===== src/rtl/inst_fetch.sv =====
// Instruction-fetch stage: PC register, memory fetch FSM, JAL static prediction, redirects and stalls.
// Optional direct-mapped instruction cache is compiled in with `define INST_FETCH_ICACHE_EN.
module inst_fetch #(
   parameter logic [31:0] RESET_PC     = 32'h0000_0000,
   parameter int unsigned ICACHE_IDX_W = 6
) (
   input  logic        clk,
   input  logic        rst_n,
   input  logic        stall_i,
   input  logic        jump_enable_i,
   input  logic [31:0] jump_pc_i,
   output logic        mem_req_o,
   output logic [31:0] mem_addr_o,
   input  logic        mem_ready_i,
   input  logic [31:0] mem_inst_i,
   output logic        inst_valid_o,
   output logic [31:0] pc_o,
   output logic [31:0] inst_o,
   output logic [31:0] predicted_pc_o
);

   // Memory handshake: mem_req_o/mem_addr_o stay asserted and unchanged until the
   // controller answers with a one-cycle mem_ready_i pulse carrying mem_inst_i.
   // Downstream handshake: the presented word is consumed when inst_valid_o && !stall_i.

   typedef enum logic [1:0] {
      FETCH = 2'd0,
      HOLD  = 2'd1,
      DROP  = 2'd2
   } state_t;

   state_t      state_q, state_d;
   logic [31:0] pc_q, pc_d;
   logic [31:0] drop_addr_q, drop_addr_d;
   logic        first_q, first_d;
   logic        valid_q, valid_d;
   logic [31:0] pc_out_q, pc_out_d;
   logic [31:0] inst_q, inst_d;
   logic [31:0] pred_q, pred_d;

   logic        req;
   logic [31:0] req_addr;
   logic        hit;
   logic [31:0] hit_inst;
   logic        accept;
   logic [31:0] load_inst;

   if (ICACHE_IDX_W < 1 || ICACHE_IDX_W > 29) begin : g_idx_chk
      $error("inst_fetch: ICACHE_IDX_W out of range");
   end

   function automatic logic [31:0] predict(input logic [31:0] pc, input logic [31:0] i);
      logic [31:0] nxt;
      if (i[6:0] == 7'b1101111) begin
         nxt = pc + {{12{i[31]}}, i[19:12], i[20], i[30:21], 1'b0};
      end else begin
         nxt = pc + 32'd4;
      end
      return nxt;
   endfunction

   // DROP keeps the abandoned address on the bus; the controller cannot abort.
   always_comb begin
      req      = 1'b0;
      req_addr = '0;
      case (state_q)
         FETCH: begin
            if (!first_q && !hit) begin
               req      = 1'b1;
               req_addr = pc_q;
            end
         end
         DROP: begin
            req      = 1'b1;
            req_addr = drop_addr_q;
         end
         default: ;
      endcase
   end

`ifdef INST_FETCH_ICACHE_EN
   localparam int unsigned LINES = 1 << ICACHE_IDX_W;
   localparam int unsigned TAG_W = 30 - ICACHE_IDX_W;

   logic [31:0]             line_data_q [LINES];
   logic [TAG_W-1:0]        line_tag_q  [LINES];
   logic [LINES-1:0]        line_vld_q, line_vld_d;
   logic [ICACHE_IDX_W-1:0] rd_idx, wr_idx;
   logic                    fill;

   assign rd_idx   = pc_q[ICACHE_IDX_W+1:2];
   assign wr_idx   = req_addr[ICACHE_IDX_W+1:2];
   assign fill     = req && mem_ready_i;
   assign hit      = (state_q == FETCH) && !first_q && line_vld_q[rd_idx] &&
                     (line_tag_q[rd_idx] == pc_q[31:ICACHE_IDX_W+2]);
   assign hit_inst = line_data_q[rd_idx];

   // Every returned word fills its line, including words discarded in DROP.
   always_comb begin
      line_vld_d = line_vld_q;
      if (fill) begin
         line_vld_d[wr_idx] = 1'b1;
      end
   end

   always_ff @(posedge clk or negedge rst_n) begin
      if (!rst_n) begin
         line_vld_q <= '0;
      end else begin
         line_vld_q <= line_vld_d;
      end
   end

   always_ff @(posedge clk) begin
      if (fill) begin
         line_data_q[wr_idx] <= mem_inst_i;
         line_tag_q[wr_idx]  <= req_addr[31:ICACHE_IDX_W+2];
      end
   end
`else
   assign hit      = 1'b0;
   assign hit_inst = '0;
`endif

   assign accept    = valid_q && !stall_i;
   assign load_inst = hit ? hit_inst : mem_inst_i;
   assign first_d   = 1'b0;

   always_comb begin
      state_d     = state_q;
      pc_d        = pc_q;
      drop_addr_d = drop_addr_q;
      valid_d     = valid_q;
      pc_out_d    = pc_out_q;
      inst_d      = inst_q;
      pred_d      = pred_q;
      if (jump_enable_i) begin
         // Redirect beats stall and acceptance; an unanswered request must still be drained.
         pc_d    = jump_pc_i;
         valid_d = 1'b0;
         if (req && !mem_ready_i) begin
            state_d     = DROP;
            drop_addr_d = req_addr;
         end else begin
            state_d = FETCH;
         end
      end else begin
         case (state_q)
            FETCH: begin
               if (hit || (req && mem_ready_i)) begin
                  valid_d  = 1'b1;
                  inst_d   = load_inst;
                  pc_out_d = pc_q;
                  pred_d   = predict(pc_q, load_inst);
                  state_d  = HOLD;
               end
            end
            HOLD: begin
               if (accept) begin
                  pc_d    = pred_q;
                  valid_d = 1'b0;
                  state_d = FETCH;
               end
            end
            DROP: begin
               if (mem_ready_i) begin
                  state_d = FETCH;
               end
            end
            default: begin
               state_d = FETCH;
            end
         endcase
      end
   end

   always_ff @(posedge clk or negedge rst_n) begin
      if (!rst_n) begin
         state_q     <= FETCH;
         pc_q        <= RESET_PC;
         drop_addr_q <= '0;
         first_q     <= 1'b1;
         valid_q     <= 1'b0;
         pc_out_q    <= '0;
         inst_q      <= '0;
         pred_q      <= '0;
      end else begin
         state_q     <= state_d;
         pc_q        <= pc_d;
         drop_addr_q <= drop_addr_d;
         first_q     <= first_d;
         valid_q     <= valid_d;
         pc_out_q    <= pc_out_d;
         inst_q      <= inst_d;
         pred_q      <= pred_d;
      end
   end

   assign mem_req_o      = req;
   assign mem_addr_o     = req_addr;
   assign inst_valid_o   = valid_q;
   assign pc_o           = pc_out_q;
   assign inst_o         = inst_q;
   assign predicted_pc_o = pred_q;

endmodule

===== config.mk =====
export PLATFORM = sky130hd
export DESIGN_NAME = inst_fetch
export DESIGN_NICKNAME = d
export VERILOG_FILES = /design/src/rtl/inst_fetch.sv
export SDC_FILE = /design/constraint.sdc
export NUM_CORES = 1
export LEC_CHECK = 0
export BUFFER_PORTS_ARGS = -buffer_cell sky130_fd_sc_hd__buf_2
export CORE_MARGIN = 2
export CORE_UTILIZATION = 25
export CTS_CLUSTER_DIAMETER = 40
export CTS_CLUSTER_SIZE = 16
export DETAILED_ROUTE_END_ITERATION = 6
export PLACE_DENSITY = 0.54
export SKIP_CTS_REPAIR_TIMING = 1
export SYNTH_ARGS = -nofsm -noshare
export SYNTH_HDL_FRONTEND = slang
export SYNTH_SLANG_ARGS = --single-unit

===== constraint.sdc =====
create_clock -name clk -period 4.3 [get_ports clk]
set_input_delay 0.43 -clock clk [delete_from_list [all_inputs] [get_ports clk]]
set_output_delay 0.43 -clock clk [all_outputs]
set_load 0.05 [all_outputs]

==> results.py <==
metrics = {
    "final_layout": {
        "drive_above_1_share_pct": 24.83,
        "area_growth_pct": 22.27,
        "finalNonFillerCells": 1653,
        "diodes": 0,
        "finalNetCount": 1280,
    },
    "power_and_ir_drop": {
        "p_sw_share_pct": 44.05,
        "intPower_uw": 3141,
        "finalPower_uw": 5613,
        "ir_drop_mv": 0.2776,
        "pwr-share-comb_pct": 36.3,
        "leakage_uw": 0.005420,
        "p_switching_uw": 2473,
        "powerDensity_mw_per_mm2": 505.7,
        "clock_power_share_pct": 26.3,
        "seqPwrFrac_pct": 37.3,
    },
    "worst_setup_path": {
        "crit_fanout": 6,
        "reg2reg_slack_ns": 1.27,
        "cp.arrival_ns": 3.34,
        "worstSetupPathType": "reg -> reg",
        "required_ns": 4.62,
        "crit_path_start_kind": "register",
        "end_kind": "register",
    },
    "cts": {
        "insertion_delay_ns": 0.45,
        "clock-sinks": 163,
        "clkTransAtPathRegs_ns": 0.07,
        "cts-root-buf": "clkbuf_16",
        "numCtsBuffers": 17,
        "cts_buffer_depth": 2,
        "htreeDepth": 4,
        "cts_tree": "yes",
    },
    "synth": {
        "syn_area_mm2": 0.009077,
        "async_reset_ff_share_pct": 100.0,
        "syn_inst": 1005,
        "synth_flop_cell": "dfrtp_1",
        "netlist.area_leader.share_pct": 44.66,
        "avgSynthCellArea_um2": 9.032,
        "synthTopCellsByArea": "dfrtp_1, nand2_1, ha_1",
        "ys_types": 63,
        "ys_warn_count": 0,
        "synth_largest_area_cell": "dfrtp_1",
        "synth-edff-count": 0,
        "ys_ff_latch": 163,
        "syn_nets": 1106,
        "yosysSeqAreaShare_pct": 44.95,
    },
    "drt": {
        "wire_per_inst_um": 19.11,
        "dr.pass1.iters": 5,
        "viasPerCell": 4.836,
        "via_count": 7994,
        "drc_errors": 0,
        "drt-initial-drc-count": 560,
        "postRouteAntennaNets": 0,
        "wl_mm": 31.59,
    },
    "global_route": {
        "antenna_found_initial": 0,
        "grt_max_degree": 76,
        "track_usage_pct": 16.85,
        "gr-total-overflow": 0,
        "grt_pass1_wl_mm": 48.29,
        "grt_pass1_vias": 7707,
    },
    "sta": {
        "final_max_slew_viol_count": 0,
        "skew_ns": 0.01228,
        "slew_headroom_pct": 43.77,
        "max_freq_mhz": 330.3,
        "period_share_pct": 70.41,
        "finalSetupViolCount": 0,
        "tightest_slew_ns": 0.8434,
        "grt_setup_unrepaired": "no",
        "finalSetupTns_ns": 0,
        "layout_setup_ws_ns": 1.272,
        "hold_viol": 3,
        "whs_ns": -0.01525,
        "final.min_clock_period_ns": 3.028,
    },
    "place": {
        "hpwlAfterDp_mm": 22.62,
        "dp_cells": 1621,
        "io_buffers": 198,
        "dp_slack_ns": 1.258,
        "gp_congestion": 0.8585,
    },
    "die": {
        "core_area_mm2": 0.03566,
        "dieArea_mm2": 0.03785,
        "pin_count": 199,
        "die_h_um": 194.6,
        "die_w_um": 194.6,
        "initial_utilization_pct": 25.46,
        "row_count": 69,
    },
    "run_status": {
        "violations": "hold timing",
        "status": "finished with violations",
    },
    "worst_hold_path": {
        "hold_path.class": "in -> async",
    },
    "flow_run": {
        "maxCapViolations": 0,
    },
}
==> critical path, stage by stage (launching register included) <==
cell and delay (ns):
dfrtp_1 0.45, ha_1 0.20, inv_1 0.06, fa_1 0.43, nor2b_4 0.14, o21a_1 0.14, o211ai_2 0.11, a211o_2 0.36
a21boi_2 0.30, a31oi_1 0.18, o21ai_0 0.22, mux2i_1 0.21, a21oi_1 0.08
==> per-layer routing <==
| layer | track usage (%) | share of wire, % | up-vias |
|---|---|---|---|
| li1 | - | - | 3839 |
| met1 | 22.61 | 45 | 3884 |
| met2 | 27.52 | 47 | 242 |
| met3 | 3.314 | 5.5 | 29 |
| met4 | 4.872 | 1.6 | 0 |
| met5 | 0 | 0 | - |
==> power groups by stage <==
stage                     Combinational, uW  Sequential (uW)  Clock [uW]
after floorplan                         795             2770           0
after global placement                 2040             2120           0
after detailed placement               2050             2120           0
after CTS                              2060             2100        1530
after global routing                   2180             2140        1590
final                                  2040             2100        1480
==> synth_stat cells, types with 3 or more instances <==
library cell	instances
a22oi_1	8
o21bai_1	4
a22o_1	33
and4_1	4
xnor2_1	33
o21a_1	4
clkbuf_1	50
nor3_1	10
and3_1	12
o22ai_1	3
ha_1	31
and2_1	3
mux2_2	32
nand4_1	10
a211oi_1	8
buf_1	3
inv_1	9
buf_2	6
nor2_1	42
a21oi_1	52
o21ai_0	75
a21boi_0	3
nor2b_1	3
xor2_1	16
a21o_1	19
nand3_1	21
o211ai_1	3
nand2_1	269
a31oi_1	7
dfrtp_1	162
mux2i_1	35
==> per-stage QoR <==
step	util [%]	hold WS (ns)	instance area (um^2)
floorplan	-	0.1344	9077
global placement	29.61	0.4559	10560
detailed placement	29.61	0.4573	10560
CTS	31.13	0.05055	11100
global route	31.13	0.05718	11100
finish	31.13	-0.01525	11100
==> cell families (layout without fill, tap and decap cells) <==
kind of cell | Yosys count | after routing | synth area share, %
xor+xnor | 49 | 49 | 4.728
mux | 67 | 67 | 7.829
fa+ha+maj | 32 | 32 | 4.493
other cells | 1 | 1 | 0.04131
buf+inv | 69 | 256 | 2.977
compound gates | 233 | 233 | 16.51
simple gates | 391 | 391 | 18.47
flops | 163 | 163 | 44.95
==> registers in the layout (all words and copies together), names as in the netlist <==
| register | cells |
|---|---|
| drop_addr_q | 32 |
| first_q | 1 |
| inst_o | 32 |
| inst_valid_o | 1 |
| pc_o | 32 |
| pc_q | 32 |
| predicted_pc_o | 31 |
| state_q | 2 |
==> worst paths after layout <==
check / from / to / cells after the start
worst max-delay path: pc_q[1] / predicted_pc_o[29] / 12
worst min-delay path: rst_n / inst_o[26] / 1
worst max register to register: pc_q[1] / predicted_pc_o[29] / 12
worst min register to register: inst_o[9] / inst_o[9] / 2
max in group asynchronous: rst_n / pc_q[28] / 2
min in group clk: mem_inst_i[7] / inst_o[7] / 3
==> final cells by class <==
class	count	area [um^2]
multi-input cells	773	4742
well taps	461	576.8
flip-flops and latches	163	4080
clock buffers	20	446.7
repair buffers	215	1125
clock inverters	12	95.09
inverters	9	33.78
fillers	3765	24560
==> layout by cell type, fill, tap and decap left out, types with 4 or more instances in the layout <==
cell          n
a211oi_1      8
a21o_1       19
a21oi_1      52
a22o_1       33
a22oi_1       8
a31oi_1       7
and3_1       12
and4_1        4
buf_2       197
buf_4        17
clkbuf_16    17
clkinvlp_4    5
dfrtp_1     162
ha_1         31
inv_1         9
inv_6         5
mux2_2       32
mux2i_1      35
nand2_1     269
nand3_1      21
nand4_1      10
nor2_1       41
nor3_1        8
o21a_1        4
o21ai_0      75
o21bai_1      4
xnor2_1      33
xor2_1       16
No activity file was read; power rests on OpenSTA's default activity.
